--- src/rtl/tc_counter11_pkg.sv ---
// Shared definitions for the tc_counter11 terminal-count counter:
// the controller state encoding and the default counter width.
package tc_counter11_pkg;

  localparam int DEFAULT_WIDTH = 11;

  typedef enum logic [1:0] {
    ST_IDLE = 2'b00,
    ST_RUN  = 2'b01,
    ST_STOP = 2'b10
  } state_e;

endpackage

--- src/rtl/tc_counter11_allones_dec.sv ---
// All-ones decoder: a WIDTH-input AND, used to detect terminal count.
module m_allones_dec #(
  parameter int WIDTH = 11
) (
  input  logic [WIDTH-1:0] in_i,
  output logic             all_ones_o
);

  assign all_ones_o = &in_i;

endmodule

--- src/rtl/tc_counter11.sv ---
// Loadable up-counter with free-run / one-shot terminal-count handling,
// a registered terminal-count pulse and a sticky one-shot DONE flag.
module tc_counter11
  import tc_counter11_pkg::*;
#(
  parameter int WIDTH          = DEFAULT_WIDTH,
  parameter bit RELOAD_ON_WRAP = 1'b1
) (
  input  logic             MasterClock,
  input  logic             RESETL,
  input  logic             LD,
  input  logic [WIDTH-1:0] D,
  input  logic             EN,
  input  logic             MODE,
  input  logic             CLRDONE,
  output logic [WIDTH-1:0] Q,
  output logic             TC,
  output logic             TCPULSE,
  output logic             DONE,
  output logic             RUNNING
);

  state_e           state_q, state_d;
  logic [WIDTH-1:0] count_q, count_d;
  logic [WIDTH-1:0] reload_q, reload_d;
  logic             tcPulse_q, tcPulse_d;
  logic             done_q, done_d;
  logic             allOnes;

  m_allones_dec #(
    .WIDTH(WIDTH)
  ) uAllOnesDec (
    .in_i      (count_q),
    .all_ones_o(allOnes)
  );

  // Next-state decode: LD beats everything (and so masks any terminal-count
  // side effects); otherwise only RUN with EN advances. DONE set beats clear.
  always_comb begin
    state_d   = state_q;
    count_d   = count_q;
    reload_d  = reload_q;
    tcPulse_d = 1'b0;
    done_d    = done_q & ~CLRDONE;
    if (LD) begin
      count_d  = D;
      reload_d = D;
      state_d  = ST_RUN;
    end else if ((state_q == ST_RUN) && EN) begin
      if (!allOnes) begin
        count_d = count_q + WIDTH'(1);
      end else if (!MODE) begin
        count_d   = RELOAD_ON_WRAP ? reload_q : '0;
        tcPulse_d = 1'b1;
      end else begin
        state_d   = ST_STOP;
        done_d    = 1'b1;
        tcPulse_d = 1'b1;
      end
    end
  end

  // All state registers, cleared asynchronously by RESETL.
  always_ff @(posedge MasterClock or negedge RESETL) begin
    if (!RESETL) begin
      state_q   <= ST_IDLE;
      count_q   <= '0;
      reload_q  <= '0;
      tcPulse_q <= 1'b0;
      done_q    <= 1'b0;
    end else begin
      state_q   <= state_d;
      count_q   <= count_d;
      reload_q  <= reload_d;
      tcPulse_q <= tcPulse_d;
      done_q    <= done_d;
    end
  end

  assign Q       = count_q;
  assign TC      = allOnes;
  assign TCPULSE = tcPulse_q;
  assign DONE    = done_q;
  assign RUNNING = (state_q == ST_RUN);

endmodule

--- config.mk ---
export PLATFORM = sky130hd
export DESIGN_NAME = tc_counter11
export DESIGN_NICKNAME = d
export VERILOG_FILES = /design/src/rtl/tc_counter11_pkg.sv /design/src/rtl/tc_counter11_allones_dec.sv /design/src/rtl/tc_counter11.sv
export SDC_FILE = /design/constraint.sdc
export NUM_CORES = 1
export LEC_CHECK = 0
export BUFFER_PORTS_ARGS = -buffer_cell sky130_fd_sc_hd__clkbuf_2
export CAP_MARGIN = 20
export CELL_PAD_IN_SITES_DETAIL_PLACEMENT = 1
export CELL_PAD_IN_SITES_GLOBAL_PLACEMENT = 2
export CORE_MARGIN = 3
export CORE_UTILIZATION = 35
export DETAILED_ROUTE_END_ITERATION = 16
export PLACE_DENSITY_LB_ADDON = 0.1
export SLEW_MARGIN = 40
export SYNTH_ARGS = -nofsm -noshare
export SYNTH_HDL_FRONTEND = slang
export SYNTH_SLANG_ARGS = --single-unit
export TNS_END_PERCENT = 100
--- constraint.sdc ---
create_clock -name MasterClock -period 5.29 [get_ports MasterClock]
set_input_delay 1.058 -clock MasterClock [delete_from_list [all_inputs] [get_ports MasterClock]]
set_output_delay 1.058 -clock MasterClock [all_outputs]
set_load 0.02 [all_outputs]
Word-level counts from Yosys, hierarchy flattened
Cells that the tools add are included.

Latch bits: 0. Memories kept: 0. Bits in read-only memories: 0. Flip-flop bits (word level): 26. Output and inout bits: 15. Bits in writable memories: 0.

Divide/modulo/power cells: 0. Muxes and demuxes: 15. $add $sub $neg: 1. Reduce and logical (&&, ||, !) cells: 7. Shift-type cells: 0. $lt $le $gt $ge: 0. $mul: 0. Equal/unequal tests: 2. Bitwise gates (word level): 2.

Operators with widths (number): 11-bit two-way mux (4); 11-bit by 1-bit adder with 11-bit output (second input constant) (1); 11-bit AND reduction (1); 2-bit two-way mux (4); 1-bit two-way mux (7); 2-bit nonzero test (3); 3-bit != test (second input constant) (1); 3-bit AND reduction (1); 2-bit by 1-bit == test with 1-bit output (second input constant) (1); 2-bit AND reduction (1); 1-bit AND (1); 1-bit logical AND (1); 1-bit inverter (1).

Logic depth before layout (Yosys ltp)
Depth in word-level cells: 6. Mapped depth: 6.

By module
Synthesis repeated with hierarchy kept, for this count alone.

Cell total of the unflattened synthesis: 152. Area total of the unflattened synthesis: 1467.7 sq um.

By module, submodules not included: tc_counter11 (sequential area each 650.6 sq um, cells an instance 148, area each 1440.1 sq um, instances 1); m_allones_dec (sequential area each 0.0 sq um, cells an instance 4, area each 27.5 sq um, instances 1).

Worst setup path before layout
OpenSTA, ideal clock, no wires.

Path type: reg2out. From: register count_q[0], in the netlist Q[0]. To: output port TC. Stages on the path, launching flop included: 5. Data arrival time: 1.308 ns. Path slack: 2.924 ns. Cells stage by stage: dfrtp_1 > ha_1 > and4_2 > nand4_2 > clkinv_2.

Longest elaborated chain between the ends: 1.

Ends and longest elaborated chain: start, declared (RTL line tc_counter11.sv:24) `logic [WIDTH-1:0] count_q, count_d;`; start signal, assigned (RTL line tc_counter11.sv:73) `count_q <= count_d;`; 11-bit AND reduction (RTL line tc_counter11_allones_dec.sv:9) `assign all_ones_o = &in_i;`; end, declared (RTL line tc_counter11.sv:17) `output logic TC,`.

Every way passes these cells.

Worst setup path in the final report
Same ends and word-level chain as after synthesis.

==> run metrics <==
main combinational cell family by area after synthesis simple AND/OR/NAND/NOR gates; vias in the first global route 1,447; DR iter-0 viols 36; pwr/cell area 292 mW/mm²; f_max 339 MHz; CP endpoint kind primary output; slowest CP cell dfrtp_1; DRC 0; Max Cap Viol 0; Avg Cell Area, Syn 9.34 µm²; Hold/Removal Path Class flop to flop; hold violation count in the final report 0; area of the multi-input gates 718 µm²; vias per cell 5.74; initial antenna violation count 0; most common cell after layout, fill and taps aside clkbuf_2; Arrival @ worst endpoint 1890 ps; Pint 0.000352 W; Layout area overhead 17.0%; Detailed Place HPWL 2930 µm; Worst path depth 5; clk_lat worst skew 270 ps; I/O pins 32; ANT nets after route 0; postcts setup bufs 0; post-synthesis xor/xnor area fraction 0%; mapped cell area 0.00147 mm²; reg2reg end Q[9]$_DFFE_PN0P_; final worst-path cycle share 55.8%; leading cell types in the layout, fill and taps excluded clkbuf_2 (30), dfrtp_1 (26), inv_1 (14); CP cell instances ha_1, and4_2, nand4_2, clkinv_2, clkbuf_2; sequential share of the synthesized area 44.4%; WL per Instance 17.7 µm; Leak 0.779 nW; Yosys Warn Count 0; Worst Path Required 4230 ps; Num CTS Buffers 3; Sw Share 29.8%; family with the most delay on the worst path simple AND/OR/NAND/NOR gates; critical-path maximum fanout 9; RePlAce Congestion 0.764; register area 651 µm²; global-route wire length before repair 7170 µm; fillers 461; Critical R2R Launch Q[0]$_DFFE_PN0P_; Top FF cell, synth dfrtp_1; Clk pwr share 33.7%; #FFs+latches synth 26; synth unique cells 46; adder-cell area share of the yosys netlist 0.853%; Post-synth ARST share 100%; crit path launch type flop; Gates resized, CTS repair 0; Syn Inst Count 157; RSZ-0062 raised after global routing no; Clk pin slew, worst setup/hold paths 100 ps; Rows 22; Total Routing Usage GR 17.6%; First-pass DRT Iterations 4; Die X 70.7 µm; EDFF count, synth 0; Synth Area in Compound Gates 21.1%; Core ar. 0.00385 mm²; Worst Setup SP Q[0]$_DFFE_PN0P_; fin cells 231; status completed; Seq pwr share 48.1%; Max Root-Sink Buffers 2; Root Driver clkbuf_8; largest net degree at the start of global routing 48; post-route setup TNS 0 ps; slowest stage delay, CP 460 ps; clk sinks 26; Ant. Diodes 0; Worst Reg2Reg Path Length in Cells 5; syn_nets 175; I/O Buffers 31; Die H 70.7 µm; post-layout util 44.5%; Initial Utilization 38.1%; H-tree Lvls 1; mux contribution to synthesized area 2.90%; Routed WL 4090 µm; internal reg-to-reg setup slack 3250 ps; Placed Cells 227; share of cells above drive strength 1 25.7%; Setup Crit Path Kind flop to primary output; grt total ovfl 0; CP Buf/Inv Count 2; DIE AREA 0.00500 mm²; max_slew headroom 53.4%; worst vdd ir 0.101 mV; Comb pwr share 18.2%; layout net count 202; CTS tree yes; crit path time final 2950 ps; setup violators final 0; NetSw 0.000149 W; clock skew 4.18 ps; via count 1,325; Synth Area in Simple Gates 24.1%; Max Transition Viols Final 0; Setup crit end TC; Hold Buf Count CTS 0; Worst Tran Pin Value 693 ps
==> synthesized netlist by cell type (3+ instances only) <==
cell	count	area (µm²)
nor2_1	9	33.8
and3_1	3	18.8
a221oi_1	5	43.8
inv_1	14	52.6
dfrtp_1	26	651
nand4_1	3	18.8
nor3_1	6	30.0
o21ai_0	7	35.0
clkbuf_1	4	15.0
a211oi_1	5	37.5
nand2_1	10	37.5
a21oi_1	4	20.0
a21o_1	5	37.5
nor2b_1	6	37.5
o22ai_1	4	25.0
nand3_1	5	25.0
==> cells by family after synthesis <==
group,count (synthesis)
buffers and inverters,24
DFF,26
AOI/OAI and AO/OA,42
muxes,4
and+or+nand+nor,60
adders and majority gates,1
==> flip-flops by register name, summed over array words and instances (netlist names) <==
register  flops
reload_q     11
TCPULSE       1
state_q       2
Q            11
DONE          1
==> worst min-delay path by stage <==
stage | cells after the start | end | startpoint
2_1_floorplan | 1 | reload_q[1]$_DFFE_PN0P_ | reload_q[1]$_DFFE_PN0P_
6_report | 1 | reload_q[1]$_DFFE_PN0P_ | reload_q[1]$_DFFE_PN0P_
4_1_cts | 1 | reload_q[1]$_DFFE_PN0P_ | reload_q[1]$_DFFE_PN0P_
5_1_grt | 1 | reload_q[1]$_DFFE_PN0P_ | reload_q[1]$_DFFE_PN0P_
3_3_place_gp | 1 | reload_q[1]$_DFFE_PN0P_ | reload_q[1]$_DFFE_PN0P_
3_5_place_dp | 1 | reload_q[1]$_DFFE_PN0P_ | reload_q[1]$_DFFE_PN0P_
==> metal layers <==
layer / GRT usage, % / routed length (µm)
met3: 1.99 / 144
met1: 23.1 / 1900
met4: 5.01 / 30
met2: 30.6 / 2010
met5: 0 / 0
==> metrics by stage <==
| step | cell area (µm²) | worst slack [ps] | power (W) | hold WS [ps] |
|---|---|---|---|---|
| 4_1_cts | 1710 | 2320 | 0.000509 | 517 |
| 6_report | 1720 | 2340 | 0.000501 | 515 |
| 3_3_place_gp | 1640 | 2560 | 0.000332 | 487 |
| 2_1_floorplan | 1470 | 2920 | 0.000299 | 473 |
| 3_5_place_dp | 1640 | 2470 | 0.000337 | 492 |
| 5_1_grt | 1720 | 2220 | 0.000529 | 549 |
==> power groups by stage <==
stage / Combinational, W / Clock [W] / Sequential, W
5_1_grt: 0.000103 / 0.000181 / 0.000245
3_3_place_gp: 0.0000883 / 0 / 0.000244
6_report: 0.0000911 / 0.000169 / 0.000241
3_5_place_dp: 0.0000920 / 0 / 0.000245
2_1_floorplan: 0.0000517 / 0 / 0.000247
4_1_cts: 0.0000926 / 0.000175 / 0.000241
==> worst register-to-register path, cell delays in order (launching register included) <==
cell and delay [ps]:
dfrtp_1 460, ha_1 280, inv_1 130, or4_4 590, a21oi_2 300, o22ai_1 160
==> layout make-up <==
cell class | count | share of cell area, %
Sequential cell | 26 | 37.9
Tap cell | 48 | 3.50
Clock buffer | 3 | 2.41
Inverter | 15 | 3.36
Clock inverter | 1 | 1.75
Multi-Input combinational cell | 107 | 41.9
Timing Repair Buffer | 31 | 9.19
Note: power is estimated with default switching activity, not from simulation.
